<file path="src/rtl/loader_pkg.sv">
// ---------------------------------------------------------------------------
// loader_pkg : shared state encoding, header field positions and lane counts
//              used by the memory loader.
// Revision   : 1.0
// ---------------------------------------------------------------------------
`default_nettype none

package loader_pkg;

  typedef enum logic [2:0] {
    ST_IDLE = 3'd0,
    ST_ADDR = 3'd1,
    ST_DATA = 3'd2,
    ST_CSUM = 3'd3,
    ST_DONE = 3'd4
  } state_e;

  localparam int TGT_BIT = 7;
  localparam int CNT_LSB = 0;
  localparam int CNT_MSB = 6;
  localparam int ILANES  = 2;
  localparam int VLANES  = 4;
  localparam int BYTEW   = 8;

endpackage

`default_nettype wire

</file>
<file path="src/rtl/byte_packer.sv">
// ---------------------------------------------------------------------------
// byte_packer : little-endian byte-to-word assembly register with lane index.
//               Word_o/Full_o present the completed word in the accept cycle.
// Revision    : 1.0
// ---------------------------------------------------------------------------
`default_nettype none

module byte_packer #(
  parameter int LANES = 4
) (
  input  logic                 Clk_i,
  input  logic                 Rst_i,
  input  logic                 Clr_i,
  input  logic                 Push_i,
  input  logic [7:0]           Byte_i,
  output logic [8*LANES-1:0]   Word_o,
  output logic                 Full_o
);

  localparam int IW = (LANES > 1) ? $clog2(LANES) : 1;

  logic [IW-1:0]        idx_q, idx_d;
  logic [8*LANES-1:0]   data_q;

  // Incoming byte is merged combinationally so the final lane is visible now.
  for (genvar l = 0; l < LANES; l++) begin : g_lane
    assign Word_o[8*l +: 8] = (Push_i && (idx_q == IW'(l))) ? Byte_i
                                                             : data_q[8*l +: 8];
  end

  assign Full_o = Push_i && (idx_q == IW'(LANES - 1));

  always_comb begin
    idx_d = idx_q;
    if (Clr_i) begin
      idx_d = '0;
    end else if (Push_i) begin
      idx_d = Full_o ? '0 : idx_q + IW'(1);
    end
  end

  always_ff @(posedge Clk_i or posedge Rst_i) begin
    if (Rst_i) begin
      idx_q  <= '0;
      data_q <= '0;
    end else begin
      idx_q <= idx_d;
      if (Push_i && !Clr_i) begin
        data_q <= Word_o;
      end
    end
  end

endmodule

`default_nettype wire

</file>
<file path="src/rtl/mem_loader.sv">
// ---------------------------------------------------------------------------
// mem_loader : framed byte-stream loader for instruction and vector memories;
//              holds the core while a frame is in progress.
//              Optional trailing XOR checksum byte enabled by LOADER_CSUM_EN.
// Revision   : 1.0
// ---------------------------------------------------------------------------
`default_nettype none

module mem_loader
  import loader_pkg::*;
#(
  parameter int ADRW = 8,
  parameter int IDW  = 16,
  parameter int VDW  = 32,
  parameter int CNTW = 7
) (
  input  logic            Clk_i,
  input  logic            Rst_i,
  input  logic [7:0]      Byte_i,
  input  logic            ByteVld_i,
  output logic            ByteRdy_o,
  output logic            IWEn_o,
  output logic            VWEn_o,
  output logic [ADRW-1:0] WAddr_o,
  output logic [VDW-1:0]  WData_o,
  output logic            Hold_o,
  output logic            Done_o,
  output logic            Err_o
);

  state_e            state_q, state_d;
  logic              tgt_q, tgt_d;
  logic [CNTW-1:0]   cnt_q, cnt_d;
  logic [ADRW-1:0]   addr_q, addr_d;
  logic [ADRW-1:0]   waddr_q, waddr_d;
  logic [VDW-1:0]    wdata_q, wdata_d;
  logic              iwen_q, iwen_d;
  logic              vwen_q, vwen_d;
  logic              hold_q, hold_d;
  logic              done_q, done_d;
  logic              err_q, err_d;

  logic              w_xfer;
  logic              w_hdr_bad;
  logic              w_ipush, w_vpush, w_pclr;
  logic              w_ifull, w_vfull;
  logic [8*ILANES-1:0] w_iword;
  logic [8*VLANES-1:0] w_vword;

  assign ByteRdy_o = (state_q != ST_DONE);
  assign w_xfer    = ByteVld_i & ByteRdy_o;

  // Header bits above the count field must be zero; only exist when CNTW < 7.
  if (CNTW < 7) begin : g_hdr_chk
    assign w_hdr_bad = |Byte_i[6:CNTW];
  end else begin : g_hdr_nochk
    assign w_hdr_bad = 1'b0;
  end

  assign w_pclr  = (state_q == ST_ADDR);
  assign w_ipush = w_xfer && (state_q == ST_DATA) && !tgt_q;
  assign w_vpush = w_xfer && (state_q == ST_DATA) &&  tgt_q;

  byte_packer #(.LANES(ILANES)) u_ipack (
    .Clk_i  (Clk_i),
    .Rst_i  (Rst_i),
    .Clr_i  (w_pclr),
    .Push_i (w_ipush),
    .Byte_i (Byte_i),
    .Word_o (w_iword),
    .Full_o (w_ifull)
  );

  byte_packer #(.LANES(VLANES)) u_vpack (
    .Clk_i  (Clk_i),
    .Rst_i  (Rst_i),
    .Clr_i  (w_pclr),
    .Push_i (w_vpush),
    .Byte_i (Byte_i),
    .Word_o (w_vword),
    .Full_o (w_vfull)
  );

`ifdef LOADER_CSUM_EN
  logic [7:0] csum_q, csum_d;
`endif

  always_comb begin
    state_d = state_q;
    tgt_d   = tgt_q;
    cnt_d   = cnt_q;
    addr_d  = addr_q;
    waddr_d = waddr_q;
    wdata_d = wdata_q;
    iwen_d  = 1'b0;
    vwen_d  = 1'b0;
    hold_d  = hold_q;
    done_d  = 1'b0;
    err_d   = err_q;
`ifdef LOADER_CSUM_EN
    csum_d  = csum_q;
`endif
    case (state_q)
      ST_IDLE: begin
        if (w_xfer) begin
          if (w_hdr_bad) begin
            err_d = 1'b1;
          end else begin
            tgt_d   = Byte_i[TGT_BIT];
            cnt_d   = Byte_i[CNT_LSB +: CNTW];
            hold_d  = 1'b1;
            state_d = ST_ADDR;
`ifdef LOADER_CSUM_EN
            csum_d  = Byte_i;
`endif
          end
        end
      end
      ST_ADDR: begin
        if (w_xfer) begin
          addr_d  = ADRW'(Byte_i);
          state_d = ST_DATA;
`ifdef LOADER_CSUM_EN
          csum_d  = csum_q ^ Byte_i;
`endif
        end
      end
      ST_DATA: begin
`ifdef LOADER_CSUM_EN
        if (w_xfer) begin
          csum_d = csum_q ^ Byte_i;
        end
`endif
        // Strobe is registered, so the next word's first byte is never blocked.
        if (tgt_q ? w_vfull : w_ifull) begin
          iwen_d  = !tgt_q;
          vwen_d  = tgt_q;
          waddr_d = addr_q;
          wdata_d = tgt_q ? VDW'(w_vword) : VDW'(w_iword[IDW-1:0]);
          addr_d  = addr_q + ADRW'(1);
          if (cnt_q == '0) begin
`ifdef LOADER_CSUM_EN
            state_d = ST_CSUM;
`else
            state_d = ST_DONE;
`endif
          end else begin
            cnt_d = cnt_q - CNTW'(1);
          end
        end
      end
`ifdef LOADER_CSUM_EN
      ST_CSUM: begin
        if (w_xfer) begin
          if (Byte_i != csum_q) begin
            err_d = 1'b1;
          end
          state_d = ST_DONE;
        end
      end
`endif
      ST_DONE: begin
        done_d  = 1'b1;
        hold_d  = 1'b0;
        state_d = ST_IDLE;
      end
      default: begin
        state_d = ST_IDLE;
      end
    endcase
  end

  always_ff @(posedge Clk_i or posedge Rst_i) begin
    if (Rst_i) begin
      state_q <= ST_IDLE;
      tgt_q   <= 1'b0;
      cnt_q   <= '0;
      addr_q  <= '0;
      waddr_q <= '0;
      wdata_q <= '0;
      iwen_q  <= 1'b0;
      vwen_q  <= 1'b0;
      hold_q  <= 1'b0;
      done_q  <= 1'b0;
      err_q   <= 1'b0;
`ifdef LOADER_CSUM_EN
      csum_q  <= '0;
`endif
    end else begin
      state_q <= state_d;
      tgt_q   <= tgt_d;
      cnt_q   <= cnt_d;
      addr_q  <= addr_d;
      waddr_q <= waddr_d;
      wdata_q <= wdata_d;
      iwen_q  <= iwen_d;
      vwen_q  <= vwen_d;
      hold_q  <= hold_d;
      done_q  <= done_d;
      err_q   <= err_d;
`ifdef LOADER_CSUM_EN
      csum_q  <= csum_d;
`endif
    end
  end

  assign IWEn_o  = iwen_q;
  assign VWEn_o  = vwen_q;
  assign WAddr_o = waddr_q;
  assign WData_o = wdata_q;
  assign Hold_o  = hold_q;
  assign Done_o  = done_q;
  assign Err_o   = err_q;

endmodule

`default_nettype wire

</file>
<file path="config.mk">
export PLATFORM = sky130hd
export DESIGN_NAME = mem_loader
export DESIGN_NICKNAME = d
export VERILOG_FILES = /design/src/rtl/loader_pkg.sv /design/src/rtl/byte_packer.sv /design/src/rtl/mem_loader.sv
export SDC_FILE = /design/constraint.sdc
export NUM_CORES = 1
export LEC_CHECK = 0
export CORE_MARGIN = 4
export CORE_UTILIZATION = 55
export CTS_CLUSTER_DIAMETER = 120
export DETAILED_ROUTE_END_ITERATION = 7
export PLACE_DENSITY = 0.9
export RECOVER_POWER = 100
export SYNTH_ARGS = -nofsm -noshare
export SYNTH_HDL_FRONTEND = slang
export SYNTH_SLANG_ARGS = --single-unit
</file>
<file path="constraint.sdc">
create_clock -name Clk_i -period 6.3 [get_ports Clk_i]
set_input_delay 0.63 -clock Clk_i [delete_from_list [all_inputs] [get_ports Clk_i]]
set_output_delay 0.63 -clock Clk_i [all_outputs]
set_load 0.02 [all_outputs]
</file>
Word level (Yosys, flattened, before mapping):

Cells that the tools add are included.

* reductions and logical operators: 27
* equal/unequal tests: 12
* $add $sub $neg: 4
* bitwise operators: 2
* mux-type cells: 33

Operator list (count)
* two-way mux 8 bit: 8
* two-way mux 32 bit: 1
* two-way mux 7 bit: 3
* case mux 8 bit (2 select lines): 1
* case mux 7 bit (2 select lines): 1
* two-way mux 3 bit: 4
* logical AND 1 bit: 11
* two-way mux 1 bit: 10
* nonzero test 2 bit: 5
* case mux 3 bit (3 select lines): 1
* adder 8 x 1 -> 8 bit, second input constant: 1
* AND reduction 4 bit: 2
* logical NOT 7 bit: 1
* subtractor 7 x 1 -> 7 bit, second input constant: 1
* two-way mux 2 bit: 3
* inequality test 2 bit, second input constant: 3
* AND reduction 2 bit: 3
* == test 2 bit, second input constant: 2
* inequality test 2 x 1 -> 1 bit, second input constant: 2
* == test 3 x 1 -> 1 bit, second input constant: 1
* == test 3 x 2 -> 1 bit, second input constant: 1
* == test 3 bit, second input constant: 1
* logical NOT 3 bit: 1
* inequality test 3 bit, second input constant: 1
* 9 further kinds: 10

* bits in registers: 114
* logic and storage cells: 92
* output and inout bits: 46

Logic depth before layout (Yosys ltp):

* depth in word-level cells: 8
* gate-level depth with buffers: 9

Modules after synthesis:

A second synthesis with hierarchy kept.

* cell total of the unflattened synthesis: 494
* area total of the unflattened synthesis: 5586.6 sq um

By module, submodules not included
* mem_loader: sequential area each 1576.5 sq um, area an instance 2955.3 sq um, cells an instance 316, instances 1
* byte_packer (u_vpack): sequential area each 850.8 sq um, area an instance 1781.7 sq um, cells an instance 120, instances 1
* byte_packer (u_ipack): sequential area each 425.4 sq um, area an instance 849.6 sq um, cells an instance 58, instances 1

Least setup slack after synthesis:

Ideal clock, no wire load.

* path type: input to register
* start point: input port ByteVld_i
* end point: register cnt_q[0]
* arrival: 1.914 ns
* library setup time: 0.121 ns
* stages on the path: 4
* data required time: 6.179 ns
* setup slack: 4.265 ns
* cells stage by stage: clkbuf_1 nor4b_1 o21ai_0 a22o_1

* cells in the longest elaborated chain, start to end: 7

RTL lines
* start, declared: RTL line mem_loader.sv:20 `input logic ByteVld_i,`
* AND 1 bit (*): RTL line mem_loader.sv:51 `assign w_xfer = ByteVld_i & ByteRdy_o;`
* logical AND 1 bit: RTL line mem_loader.sv:61, mem_loader.sv:62
* logical AND 1 bit, on equally long branches: RTL line mem_loader.sv:61, mem_loader.sv:62
* logical AND 1 bit: RTL line byte_packer.sv:31 `assign Full_o = Push_i && (idx_q == IW'(LANES - 1));`
* two-way mux 1 bit: RTL line mem_loader.sv:135 `if (tgt_q ? w_vfull : w_ifull) begin`
* inequality test 2 x 1 -> 1 bit (no line)
* AND reduction 4 bit (no line) (*)
* end signal, assigned: RTL line mem_loader.sv:192 `cnt_q <= cnt_d;`
* end, declared: RTL line mem_loader.sv:33 `logic [CNTW-1:0] cnt_q, cnt_d;`

Every way passes the cells marked *; elsewhere a longest branch is shown, timed or not.
A chain may end at the register's enable or synchronous reset.

Final worst setup path:

* start point: register tgt_q
* end point: register cnt_q[1]

* cells in the longest elaborated chain, start to end: 6

RTL lines
* start, declared: RTL line mem_loader.sv:32 `logic tgt_q, tgt_d;`
* start signal, assigned: RTL line mem_loader.sv:191 `tgt_q <= tgt_d;`
* logical NOT 1 bit: RTL line mem_loader.sv:61 `assign w_ipush = w_xfer && (state_q == ST_DATA) && !tgt_q;`
* logical AND 1 bit: RTL line mem_loader.sv:61
* logical AND 1 bit: RTL line byte_packer.sv:31
* two-way mux 1 bit (*): RTL line mem_loader.sv:135
* inequality test 2 x 1 -> 1 bit (no line) (*)
* AND reduction 4 bit (no line) (*)

Marked as above.

==> out/qor_table.md <==
| Item | This run |
| --- | --- |
| Source-to-sink clock delay at the later pin of the worst-skew pair | 0.37 ns |
| Row count | 33 |
| Reg-to-reg endpoint | cnt_q[1] |
| Synthesis-stage register bit count | 106 |
| Master of the slowest instance on the critical path | dfrtp_1 |
| CP top delay family | simple AND/OR/NAND/NOR gates |
| Placed Instances | 560 |
| Cts bufs inserted | 9 |
| Cell area after placement | 5300 sq um |
| Total number of clock tree sinks | 106 |
| Layout area overhead | 15.3% |
| Max Freq | 268 MHz |
| Initial antenna violation count | 0 |
| Worst EP arrival | 3.99 ns |
| Cell at the root of the clock tree | clkbuf_8 |
| First-pass DRT Iterations | 4 |
| Number of endpoints failing setup at the final stage | 0 |
| Final instance area | 5490 sq um |
| Clock Path Buffers | 2 |
| Avg Cell Area, Syn | 11.0 sq um |
| Die X-Extent | 101 um |
| Net count of the mapped netlist | 450 |
| Count of vias placed by the detailed router | 3,515 |
| Static Leakage | 2.64 nW |
| Post-synthesis cell count | 432 |
| Setup slack on the worst flop-to-flop path | 2.56 ns |
| First-pass GRT wire length | 18,400 um |
| Vert. Die Dim | 101 um |
| Type of the most critical hold path | register to register |
| Count of buffers added by post-CTS timing repair for setup | 0 |
| Average routed wire per standard cell | 19.3 um |
| Endpoint class of the critical path | register |
| Cells taking the most area after synthesis | dfrtp_1, mux2_2, nand2_1, a22o_1, a21oi_1 |
| Combined area of all synthesized cells | 4760 sq um |
| HPWL after detailed placement | 7180 um |
| Clock transition at the registers of the reported paths | 0.10 ns |
| Cell Count, Final, Fillers Out | 576 |
| Period minus WS final | 3.74 ns |
| Cell type contributing the most total cell area after synthesis | dfrtp_1 |
| Sequential element share of the synthesized area | 55.7% |
| Grt ovf | 0 |
| Post-detailed-route count of antenna-violating nets | 0 |
| Slew Limit Fails | 48 |
| Setup TNS | 0 ns |
| Worst reg2reg path startpoint | tgt_q |
| CP bufs+invs | 1 |
| Count of maximum capacitance violations | 1 |
| Post-Route WL | 11,100 um |
| Number of nets in the layout | 484 |
| Hold Vio Cnt, Final | 0 |
| Post-cts hold buffer count | 0 |
| Clock tree from TritonCTS | built |
| Final cycle utilization of the critical path | 59.3% |
| Count of unresolved DRC violations after routing | 0 |
| Unrepaired setup endpoints after global routing | no |
| Cells traversed along the worst timing path | nor2b_1 > nand4_1 > inv_1 > nor2_4 > o21ai_0 > mux2_1 |
| Via count normalized by instance count | 6.10 |
| Number of instances resized during post-cts repair | 0 |
| Global placer's final weighted congestion | 0.836 |
| Pwr Density | 424 nW/um^2 |
| Proportion of register bits with asynchronous set or reset after synthesis | 100% |
| Pin count of the biggest net entering global routing | 61 |
| Starting density of the core | 57.1% |
| Yosys cell types | 52 |
| Delay of the slowest cell on the worst path | 1.00 ns |
| Number of fillers in the final layout | 625 |
| Post-route worst hold slack | 0.465 ns |
| Critical Path Start Type | register |
| Number of I/O pins | 57 |
| Critical Path RT | 6.55 ns |
| Worst slew margin | -35.8% |
| Top layer in use | met4 |
| Setup Crit Path Kind | register to register |
| Number of buffers inserted by port buffering | 55 |
| All-layer global routing usage | 23.0% |
| Vias in the first global route | 3,683 |
| DRT met1 WL | 4620 um |
| H-Tree Depth | 3 |
| Run status | finished with violations |
| Ant. Diodes | 0 |
| Proportion of layout cells with a drive suffix above 1 | 8.70% |
| Fraction of post-synthesis cell area in the top cell type by area | 55.7% |
| Iteration-0 DRC Markers | 288 |
| Hold Startpoint | WAddr_o[4] |
| Violations in the final reports | capacitance limit, slew limit |
| Count of flip-flops with a built-in enable after synthesis | 0 |
| End point of the worst hold path | WAddr_o[4] |
| Hold-critical path depth | 2 |
| Worst r2r path cells | 6 |
| Area of the core | 8340 sq um |
| Synth Warn # | 0 |
| Primary FF master, synth | dfrtp_1 |
| Largest driver fanout on the critical path | 50 |
| Highest ir drop seen on vdd | 0.176 mV |
| Met3 Routed Length | 811 um |
| DIE AREA | 10,200 sq um |
| Worst-Margin Slew | 2.03 ns |
| Worst Skew | 0.0115 ns |
| Met2 wire length | 5350 um |
state kept, by name, indices dropped and copies added (netlist names):
signal and count:
WData_o 32, u_vpack.data_q 24, u_ipack.data_q 16, WAddr_o 8, addr_q 8, cnt_q 7
state_q 3, u_vpack.idx_q 2, Done_o 1, Hold_o 1, IWEn_o 1, VWEn_o 1
tgt_q 1, u_ipack.idx_q 1
logic make-up (layout without fill, tap and decap cells):
logic type      count (synthesis)  in the layout  share of synthesized area, %
flops                         106            106                          55.7
fa+ha+maj                       7              7                          1.84
buf+inv                        44             83                          4.33
compound gates                 92             92                          13.3
mux                            50             50                          11.7
xor+xnor                        1              1                         0.184
other cells                     1              1                        0.0787
simple gates                  131            131                          12.9
synthesized netlist by cell type, types with 2 or more instances:
master and instances:
ha_1 7, o32ai_1 2, mux2i_1 8, nand3b_1 6, a21oi_1 25, mux2_2 41
inv_1 8, o21ai_1 7, nor2b_1 3, dfrtp_1 106, nand2_1 61, o21ai_0 10
o22ai_1 2, buf_2 10, nor2_1 28, and2_1 2, nor3_1 2, buf_4 3
a21o_1 3, a32oi_1 5, a22o_1 19, clkbuf_1 16, nand4_1 5, buf_6 2
nand3_1 15, inv_2 2, clkbuf_2 2, a31oi_1 8
metal layers:
metal	vias up	global-route usage, %
li1	1580	-
met1	1755	31.1
met2	150	36.5
met3	30	4.29
met4	0	9.61
met5	-	0
worst max path at each step:
stage	start	to	depth (start not counted)
after floorplan	Rst_i	Done_o	1
after global placement	ByteVld_i	cnt_q[1]	7
after detailed placement	ByteVld_i	cnt_q[1]	7
after CTS	tgt_q	cnt_q[1]	6
after global routing	tgt_q	cnt_q[1]	6
final	tgt_q	cnt_q[1]	6
worst min-delay path, cell delays in order, from the launching register on:
cell	delay [ns]
dfrtp_1	0.35
nand2_1	0.05
nand2_1	0.04
report_power, final:
part | total, W | internal, W | switching, W
sequential | 0.00108 | 0.000898 | 0.000181
combinational | 0.000783 | 0.000347 | 0.000436
clock | 0.000470 | 0.000229 | 0.000241
total | 0.00233 | 0.00147 | 0.000859
layout make-up:
cell class / instances / area [sq um] / area share (%)
flip-flops and latches: 106 / 2650 / 48.3
multi-input cells: 282 / 1890 / 34.4
repair buffers: 57 / 562 / 10.2
well taps: 105 / 131 / 2.39
clock buffers: 10 / 128 / 2.32
clock inverters: 6 / 93.8 / 1.71
inverters: 10 / 38.8 / 0.706
layout by cell type, fill, tap and decap left out, types with 2 or more instances in the layout:
cell,instances
nand3b_1,6
nor2b_1,4
o22ai_1,2
nand2_1,61
mux2i_1,8
clkdlybuf4s50_1,8
o21ai_0,17
nor2_1,27
a31oi_1,8
inv_6,3
ha_1,7
clkbuf_1,2
nor3_1,2
a22o_1,19
a21o_1,3
nand3_1,16
mux2_2,20
nand4_1,5
inv_1,9
clkbuf_8,9
mux2_1,22
o32ai_1,2
a32oi_1,5
dlygate4sd3_1,47
a21oi_1,26
bufinv_16,2
dfrtp_1,106
per-stage QoR:
stage          setup slack, ns  utilization [%]  power, W
2_1_floorplan             2.88                -   0.00163
3_3_place_gp              3.05             63.6   0.00184
3_5_place_dp              2.86             63.6   0.00191
4_1_cts                   3.05             66.2   0.00238
5_1_grt                   2.40             65.9   0.00247
6_report                  2.56             65.9   0.00233
Power figures use the tool's default switching activity.
